## src/rtl/pci_pkg.sv

```systemverilog
// ----------------------------------------------------------------------------
// pci_pkg
//  Shared definitions for the PCI-style bus master: bus command codes, the
//  byte-enable pattern used during data phases, and the master FSM states.
// ----------------------------------------------------------------------------
package pci_pkg;

  localparam logic [3:0] CMD_MEM_RD = 4'b0110;
  localparam logic [3:0] CMD_MEM_WR = 4'b0111;

  // C/BE# is active-low: all four byte lanes enabled.
  localparam logic [3:0] BE_ALL     = 4'b0000;

  typedef enum logic [2:0] {
    IDLE,
    REQ,
    ADDR,
    DATA,
    MABORT,
    TURN
  } state_t;

  // Bit 0 of a PCI command distinguishes write (1) from read (0) for the
  // memory/IO command pairs this master issues.
  function automatic logic is_write_cmd(input logic [3:0] c);
    return c[0];
  endfunction

endpackage

```

## src/rtl/pci_bus_master.sv

```systemverilog
// ----------------------------------------------------------------------------
// pci_bus_master
//  Initiator end of a shared PCI-style bus. On start it requests the bus,
//  waits for grant on an idle bus, drives one address phase and then a
//  1..MAX_BURST data-phase burst. Ends on last transfer, target disconnect,
//  target abort or master abort (no DEVSEL within DEVSEL_TIMEOUT clocks).
//  All bus pins are active-low.
//
// Ports
//  clk, reset (async, active-low)
//  start/cmd/addr/len   : transaction request, latched when busy=0
//  wr_data/wr_next      : write word source; wr_next marks word consumed
//  rd_data/rd_valid     : captured read word with 1-clk strobe
//  busy/done/abort      : transaction status; xfer_cnt valid with done/abort
//  req/gnt              : arbiter handshake
//  frame_o/irdy_o/ctl_oe: driven control; frame_i/irdy_i sampled bus state
//  trdy/devsel/stop     : target response
//  ad_o/ad_i/ad_oe, cbe_o/cbe_oe : multiplexed address/data and command/BE
// ----------------------------------------------------------------------------
module pci_bus_master
  import pci_pkg::*;
#(
  parameter int MAX_BURST      = 4,
  parameter int DEVSEL_TIMEOUT = 5
) (
  input  logic        clk,
  input  logic        reset,
  input  logic        start,
  input  logic [3:0]  cmd,
  input  logic [31:0] addr,
  input  logic [2:0]  len,
  input  logic [31:0] wr_data,
  output logic        wr_next,
  output logic [31:0] rd_data,
  output logic        rd_valid,
  output logic        busy,
  output logic        done,
  output logic        abort,
  output logic [2:0]  xfer_cnt,
  output logic        req,
  input  logic        gnt,
  output logic        frame_o,
  output logic        irdy_o,
  output logic        ctl_oe,
  input  logic        frame_i,
  input  logic        irdy_i,
  input  logic        trdy,
  input  logic        devsel,
  input  logic        stop,
  output logic [31:0] ad_o,
  input  logic [31:0] ad_i,
  output logic        ad_oe,
  output logic [3:0]  cbe_o,
  output logic        cbe_oe
);

  localparam int TW = $clog2(DEVSEL_TIMEOUT + 1);

  state_t          state;
  state_t          state_nx;
  logic [3:0]      cmd_r;
  logic [31:0]     addr_r;
  logic [2:0]      rem;
  logic [TW-1:0]   tmo;
  logic            devsel_seen;
  logic            abort_r;
  logic            is_wr;
  logic            xfer;
  logic            accept;
  logic            fail;

  // Zero-length requests run one phase; oversize requests are clipped.
  function automatic logic [2:0] burst_len(input logic [2:0] l);
    if (l == 3'd0)            return 3'd1;
    if (l > 3'(MAX_BURST))    return 3'(MAX_BURST);
    return l;
  endfunction

  assign is_wr = is_write_cmd(cmd_r);
  // irdy_o is always asserted in DATA, so a transfer needs only the target.
  assign xfer  = (state == DATA) && !trdy && !devsel;

  always_ff @(posedge clk or negedge reset) begin
    if (!reset) state <= IDLE;
    else        state <= state_nx;
  end

  always_comb begin
    state_nx = state;
    accept   = 1'b0;
    fail     = 1'b0;
    req      = 1'b1;
    frame_o  = 1'b1;
    irdy_o   = 1'b1;
    ctl_oe   = 1'b0;
    ad_o     = '0;
    ad_oe    = 1'b0;
    cbe_o    = BE_ALL;
    cbe_oe   = 1'b0;
    busy     = 1'b0;
    done     = 1'b0;
    abort    = 1'b0;
    wr_next  = 1'b0;
    case (state)
      IDLE: begin
        if (start) begin
          accept   = 1'b1;
          state_nx = REQ;
        end
      end
      REQ: begin
        busy = 1'b1;
        req  = 1'b0;
        // Grant alone is not enough: the previous owner must have released
        // both FRAME# and IRDY# before we may start an address phase.
        if (!gnt && frame_i && irdy_i) state_nx = ADDR;
      end
      ADDR: begin
        busy     = 1'b1;
        frame_o  = 1'b0;
        ctl_oe   = 1'b1;
        ad_o     = addr_r;
        ad_oe    = 1'b1;
        cbe_o    = cmd_r;
        cbe_oe   = 1'b1;
        state_nx = DATA;
      end
      DATA: begin
        busy    = 1'b1;
        ctl_oe  = 1'b1;
        irdy_o  = 1'b0;
        frame_o = (rem == 3'd1);
        cbe_oe  = 1'b1;
        ad_oe   = is_wr;
        ad_o    = is_wr ? wr_data : '0;
        wr_next = xfer && is_wr;
        if (xfer) begin
          if ((rem == 3'd1) || !stop) state_nx = TURN;
        end else if (!stop && !devsel) begin
          // Disconnect without data on this phase.
          state_nx = TURN;
        end else if (!stop && devsel_seen) begin
          // Target claimed the cycle earlier and now refuses it.
          state_nx = TURN;
          fail     = 1'b1;
        end else if (devsel && !devsel_seen && (tmo == TW'(DEVSEL_TIMEOUT - 1))) begin
          state_nx = MABORT;
        end
      end
      MABORT: begin
        // Deassert FRAME# for one clock with IRDY# still low, as a normal
        // last-phase indication, before releasing the bus.
        busy     = 1'b1;
        ctl_oe   = 1'b1;
        irdy_o   = 1'b0;
        frame_o  = 1'b1;
        cbe_oe   = 1'b1;
        ad_oe    = is_wr;
        ad_o     = is_wr ? wr_data : '0;
        fail     = 1'b1;
        state_nx = TURN;
      end
      TURN: begin
        // Drive FRAME#/IRDY# high for one clock so the bus settles idle.
        ctl_oe = 1'b1;
        done   = !abort_r;
        abort  = abort_r;
        if (start) begin
          accept   = 1'b1;
          state_nx = REQ;
        end else begin
          state_nx = IDLE;
        end
      end
      default: state_nx = IDLE;
    endcase
  end

  always_ff @(posedge clk or negedge reset) begin
    if (!reset) begin
      cmd_r       <= '0;
      addr_r      <= '0;
      rem         <= '0;
      tmo         <= '0;
      devsel_seen <= 1'b0;
      abort_r     <= 1'b0;
      xfer_cnt    <= '0;
      rd_data     <= '0;
      rd_valid    <= 1'b0;
    end else begin
      rd_valid <= 1'b0;
      if (accept) begin
        cmd_r    <= cmd;
        addr_r   <= addr;
        rem      <= burst_len(len);
        xfer_cnt <= '0;
        abort_r  <= 1'b0;
      end
      if (state == ADDR) begin
        tmo         <= '0;
        devsel_seen <= 1'b0;
      end
      if (state == DATA) begin
        if (!devsel)           devsel_seen <= 1'b1;
        else if (!devsel_seen) tmo         <= tmo + 1'b1;
        if (xfer) begin
          xfer_cnt <= xfer_cnt + 3'd1;
          rem      <= rem - 3'd1;
          if (!is_wr) begin
            rd_data  <= ad_i;
            rd_valid <= 1'b1;
          end
        end
      end
      if (fail) abort_r <= 1'b1;
    end
  end

endmodule

```

## config.mk

```make
export PLATFORM = sky130hd
export DESIGN_NAME = pci_bus_master
export DESIGN_NICKNAME = d
export VERILOG_FILES = /design/src/rtl/pci_pkg.sv /design/src/rtl/pci_bus_master.sv
export SDC_FILE = /design/constraint.sdc
export NUM_CORES = 1
export LEC_CHECK = 0
export CAP_MARGIN = 0
export CORE_ASPECT_RATIO = 1.2
export CORE_MARGIN = 10
export CORE_UTILIZATION = 45
export CTS_CLUSTER_DIAMETER = 120
export DETAILED_ROUTE_END_ITERATION = 8
export GPL_ROUTABILITY_DRIVEN = 0
export PLACE_DENSITY_LB_ADDON = 0.12
export SYNTH_ARGS = -nofsm -noshare
export SYNTH_HDL_FRONTEND = slang
export SYNTH_SLANG_ARGS = --single-unit
```

## constraint.sdc

```tcl
create_clock -name clk -period 2.7 [get_ports clk]
set_clock_uncertainty 0.05 [all_clocks]
set_input_delay 0.27 -clock clk [delete_from_list [all_inputs] [get_ports clk]]
set_output_delay 0.27 -clock clk [all_outputs]
set_load 0.02 [all_outputs]
```

Word level (Yosys, flattened, before mapping):

Index checks and enable logic that the tools add are counted.

* word-level logic and storage cells: 107
* flip-flop bits (word level): 83

* order comparisons: 1
* bitwise operators: 1
* reduce and logical (&&, ||, !) cells: 26
* equality and inequality tests: 11
* add/sub/neg operators: 3
* mux-type cells: 55

Operator list (number)
* $pmux W32 S2: 1
* $mux W3: 21
* $mux W32: 1
* $mux W1: 27
* $pmux W3 S6: 1
* $eq A3 B3 Y1 const B: 3
* $logic_and A1 B1 Y1: 9
* $reduce_or A4 Y1: 2
* $add A3 B1 Y3 const B: 2
* $eq A3 B1 Y1 const B: 2
* $eq A3 B2 Y1 const B: 2
* $logic_not A1 Y1: 6
* $logic_not A3 Y1: 2
* $pmux W1 S2: 3
* $ne A5 B2 Y1 const B: 1
* $mux W4: 1
* $ne A2 B2 Y1 const B: 2
* $reduce_and A4 Y1: 1
* $reduce_or A2 Y1: 2
* $gt A3 B3 Y1 const B: 1
* $ne A3 B2 Y1 const B: 1
* $reduce_and A3 Y1: 1
* $reduce_or A3 Y1: 1
* $sub A3 B1 Y3 const B: 1
* other kinds (3): 3

Logic depth before layout (Yosys ltp):

* depth after elaboration: 11
* mapped depth: 8
* depth with buffers taken out: 5

Least setup slack after synthesis:

Ideal clock, no wire load.

* kind: register to output
* from: register state[1]
* to: output ad_o[0]
* stages on the path, launching flop included: 9
* data required time: 2.380 ns
* path slack: 0.713 ns
* arrival time: 1.667 ns
* path through: dfrtp_1 -> buf_6 -> nor2b_4 -> buf_6 -> a21oi_2 -> nor2b_1 -> buf_2 -> buf_6 -> a22o_1

* cells in the longest elaborated chain, start to end: 3
* elaborated cells on any way between the ends: 5
* those cells by class: 3 x eq/ne; 1 x mux; 1 x reduce/logical

RTL lines
* from (decl): line pci_bus_master.sv:59 `state_t state;`
* from (signal assigned): line pci_bus_master.sv:85 `else state <= state_nx;`
* $eq A3 B2 Y1 or $eq A3 B3 Y1 (tied branches): line pci_bus_master.sv:104 `case (state)`
* $reduce_or A2 Y1 (no line)
* $pmux W32 S2 (*): line pci_bus_master.sv:104
* to (decl): line pci_bus_master.sv:50 `output logic [31:0] ad_o,`

Mark *: on every way between the ends. The rest lies on a longest branch, timed or not.

Worst setup path after layout:

* from: register state[1]
* to: output ad_o[3]

Same word-level chain as after synthesis.

==> results by group <==
Clock tree
  • Number of buffers created by CTS: 9
  • Clk root buf: clkbuf_8
  • CTS tree: done
  • CTS H-tree depth: 3
  • Skew-Pair Late Insertion Delay: ~0.35 ns
  • Clock Path Buffers: 2
  • Worst-path clk slew: approximately 0.09 ns
  • Total clock sinks: 83

Worst setup path
  • CP Launch Type: flop
  • Worst Setup Path Type: reg -> out
  • Crit path cell chain: or2b_4 > nor2_2 > buf_12 > a22o_1 > clkdlybuf4s50_1
  • CP peak stage delay: 0.60 ns
  • Critical path arrival: between 2 and 2.5 ns
  • CP endpoint kind: output port
  • WP data required: 2.38 ns
  • Worst-path maximum fanout: 30
  • Slowest CP cell: clkdlybuf4s50_1

Flow run
  • Number of max-cap violations: 0

Finish
  • Area growth, synth to finish: 55.7%
  • Design Area, Final: roughly 6400 µm²
  • Nets: between 600 and 700
  • Multi-input gate area: 1820 µm²
  • Fraction of layout cells with a size suffix above 1: between 20% and 30%
  • # fillers: ~630
  • FF+latch area: 2080 µm²
  • Antenna fix cells: 0

Placement
  • Post-DP HPWL: 9.33 mm
  • Count of input and output buffers: 193
  • Pre-CTS setup slack: 0.228 ns
  • Cell Area, Placed: between 6000 and 7000 µm²

Timing
  • Final setup fails: 0
  • Post-route minimum period: between 2 and 3 ns
  • Achievable Freq: between 300 and 400 MHz
  • Slew HR: 62.8%
  • Worst slew pin tran: ~0.56 ns
  • Hold Slack: about 0.39 ns
  • Final slew viol count: 0
  • Final Cycle Share: between 90% and 100%
  • Final Hold Vio Count: 0
  • Final WS setup: approximately 0.10 ns

Global route
  • Initial antenna violation count: 0
  • Gr ovfl total: 0
  • Global-route wire length before repair: between 15 and 20 mm
  • Vias in the first global route: between 3000 and 4000
  • Overall routing resource usage: 18.3%
  • Largest net degree at the start of global routing: 45

Synth
  • Synth unique cells: between 40 and 50
  • Post-Syn Area: just over 4000 µm²
  • XOR/XNOR Fraction of Synth Area: less than 1%
  • Cell taking the most area after synthesis: dfrtp_1
  • Synth Instances: ~300
  • Post-synthesis mux area share: a little under a quarter
  • Largest family of logic cells by synthesized area: multiplexers
  • Synth area leaders: dfrtp_1, mux2_2, mux2_4
  • Synth Flop Type: dfrtp_1
  • Post-synthesis compound-gate area fraction: a little over a tenth
  • Mean post-synth cell area: 13.7 µm²
  • EDFF count, synth: 0
  • Post-synthesis adder-cell area fraction: 2.14%
  • Async SR Flop Fraction: 100%
  • Yosys top cell area share: approximately 51%
  • Simple-Gate Fraction of Synth Area: 6.75%
  • Seq/Total Area, Yosys: 50.7%
  • Synth Register Bits: 83
  • Yosys warns: 0
  • Syn nets: 418

Floorplan
  • Starting Density: 45.6%
  • Chip height: roughly 120 µm
  • Core Footprint: between 8000 and 9000 µm²
  • Die X: ~110 µm
  • Rows: 38
  • Full die area: between 10000 and 15000 µm²
  • I/O Pins: 194

Outcome
  • Status: finished clean

Worst hold path
  • Type of the worst min-delay path: in -> async

Drt
  • Drt drc: 0
  • First-pass DRT Iterations: 4
  • Via count: 3152
  • DRT antenna net count: 0
  • DRT iter0 DRCs: about 110
  • WL/cell: approximately 19 µm
  • Via density: 5.08
  • Drt total wl: approximately 12 mm

Pwr
  • Pwr per Cell Area: roughly 1100 nW/µm²
  • Pleak: between 2 and 3 nW
  • Peak supply drop: 658 µV
-- logic make-up (layout without fill, tap and decap cells) --
group,after synthesis,after routing
mux,77,77
fa+ha+maj,7,7
compound gates,56,56
xor+xnor,2,2
flops,83,83
simple gates,44,44
buf+inv,30,232
-- what timing repair did --
item / CTS / global route
resized for setup: 19 / 9
buffers inserted: 0 / 2
endpoints found under the hold margin: 42 / 0
gates cloned: 0 / 0
endpoints found under the setup margin: 37 / 21
hold buffers: 1 / 0
-- metal layers --
metal,GRT usage [%],part of all wire [%],vias up
met2,31.6,52,122
met3,7.30,10,12
met1,19.8,36,1538
met5,0,0,-
li1,-,-,1480
met4,5.91,1.4,0
-- sequential cells by signal (all words and copies together) (netlist names) --
register     flops
abort_r          1
rd_valid         1
rd_data         32
cmd_r            4
tmo              3
state            3
rem              3
devsel_seen      1
xfer_cnt         3
addr_r          32
-- power breakdown --
group          internal [W]  switching (W)
Clock              0.000517       0.000455
Sequential          0.00186       0.000411
Combinational       0.00216        0.00183
Total               0.00454        0.00270
-- synth_stat cells (all sizes together), types with 4 or more instances --
cell	instances
o21ai	4
dfrtp	83
ha	7
nand2b	5
and2	5
mux2	71
inv	10
mux2i	6
nor2	11
nor2b	5
buf	20
nand2	7
a22o	35
a21oi	6
-- cell type report --
type                            count  area share (%)
Sequential cell                    83            32.6
Clock inverter                      7            1.45
Inverter                           10           0.588
Multi-Input combinational cell    186            28.5
Tap cell                          120            2.35
Timing Repair Buffer              206            32.6
Clock buffer                        9            1.94
-- path summary, 6_finish.rpt --
| path | slack [ns] | depth (start not counted) | end | from |
|---|---|---|---|---|
| worst max-delay path | 0.10 | 5 | ad_o[3] | state[1] |
| worst min-delay path | 0.39 | 2 | addr_r[1] | reset |
| worst max register to register | 0.65 | 6 | rd_data[11] | state[1] |
| worst min register to register | 0.42 | 1 | xfer_cnt[2] | xfer_cnt[2] |
| max in group asynchronous | 1.51 | 3 | rd_data[15] | reset |
| min in group clk | 0.42 | 1 | xfer_cnt[2] | xfer_cnt[2] |
-- through the flow --
stage	instances	total power [W]	TNS, ns	utilization [%]
final	621	0.00723	0	71.0
after global routing	621	0.00771	-0.00388	71.0
after CTS	619	0.00732	0	70.6
after detailed placement	602	0.00636	0	68.2
after global placement	602	0.00626	0	68.2
after floorplan	299	0.00466	0	-
-- cell usage in the layout, fill, tap and decap left out, drive strengths merged, types with 2 or more instances in the layout --
master,Yosys,final
or2,2,2
o22ai,2,2
nand2,7,7
dlymetal6s2s,0,8
clkinv,0,2
nand3,2,2
o31ai,2,2
mux2i,6,6
dlygate4sd2,0,16
a22o,35,35
mux2,71,71
and2,5,5
nor2b,5,5
dfrtp,83,83
nor2,11,11
clkinvlp,0,3
o21ai,4,4
ha,7,7
nor3b,2,2
nand2b,5,5
bufinv,0,2
and3,2,2
inv,10,10
a21oi,6,6
clkbuf,0,9
buf,20,13
clkdlybuf4s50,0,168
-- worst max-delay path, delay by kind of cell (launching register included) --
family	cells	cell delay [ns]
DFF	1	0.46
buffers and inverters	2	0.81
and+or+nand+nor	2	0.49
AOI/OAI and AO/OA	1	0.16
Power figures use the tool's default switching activity.
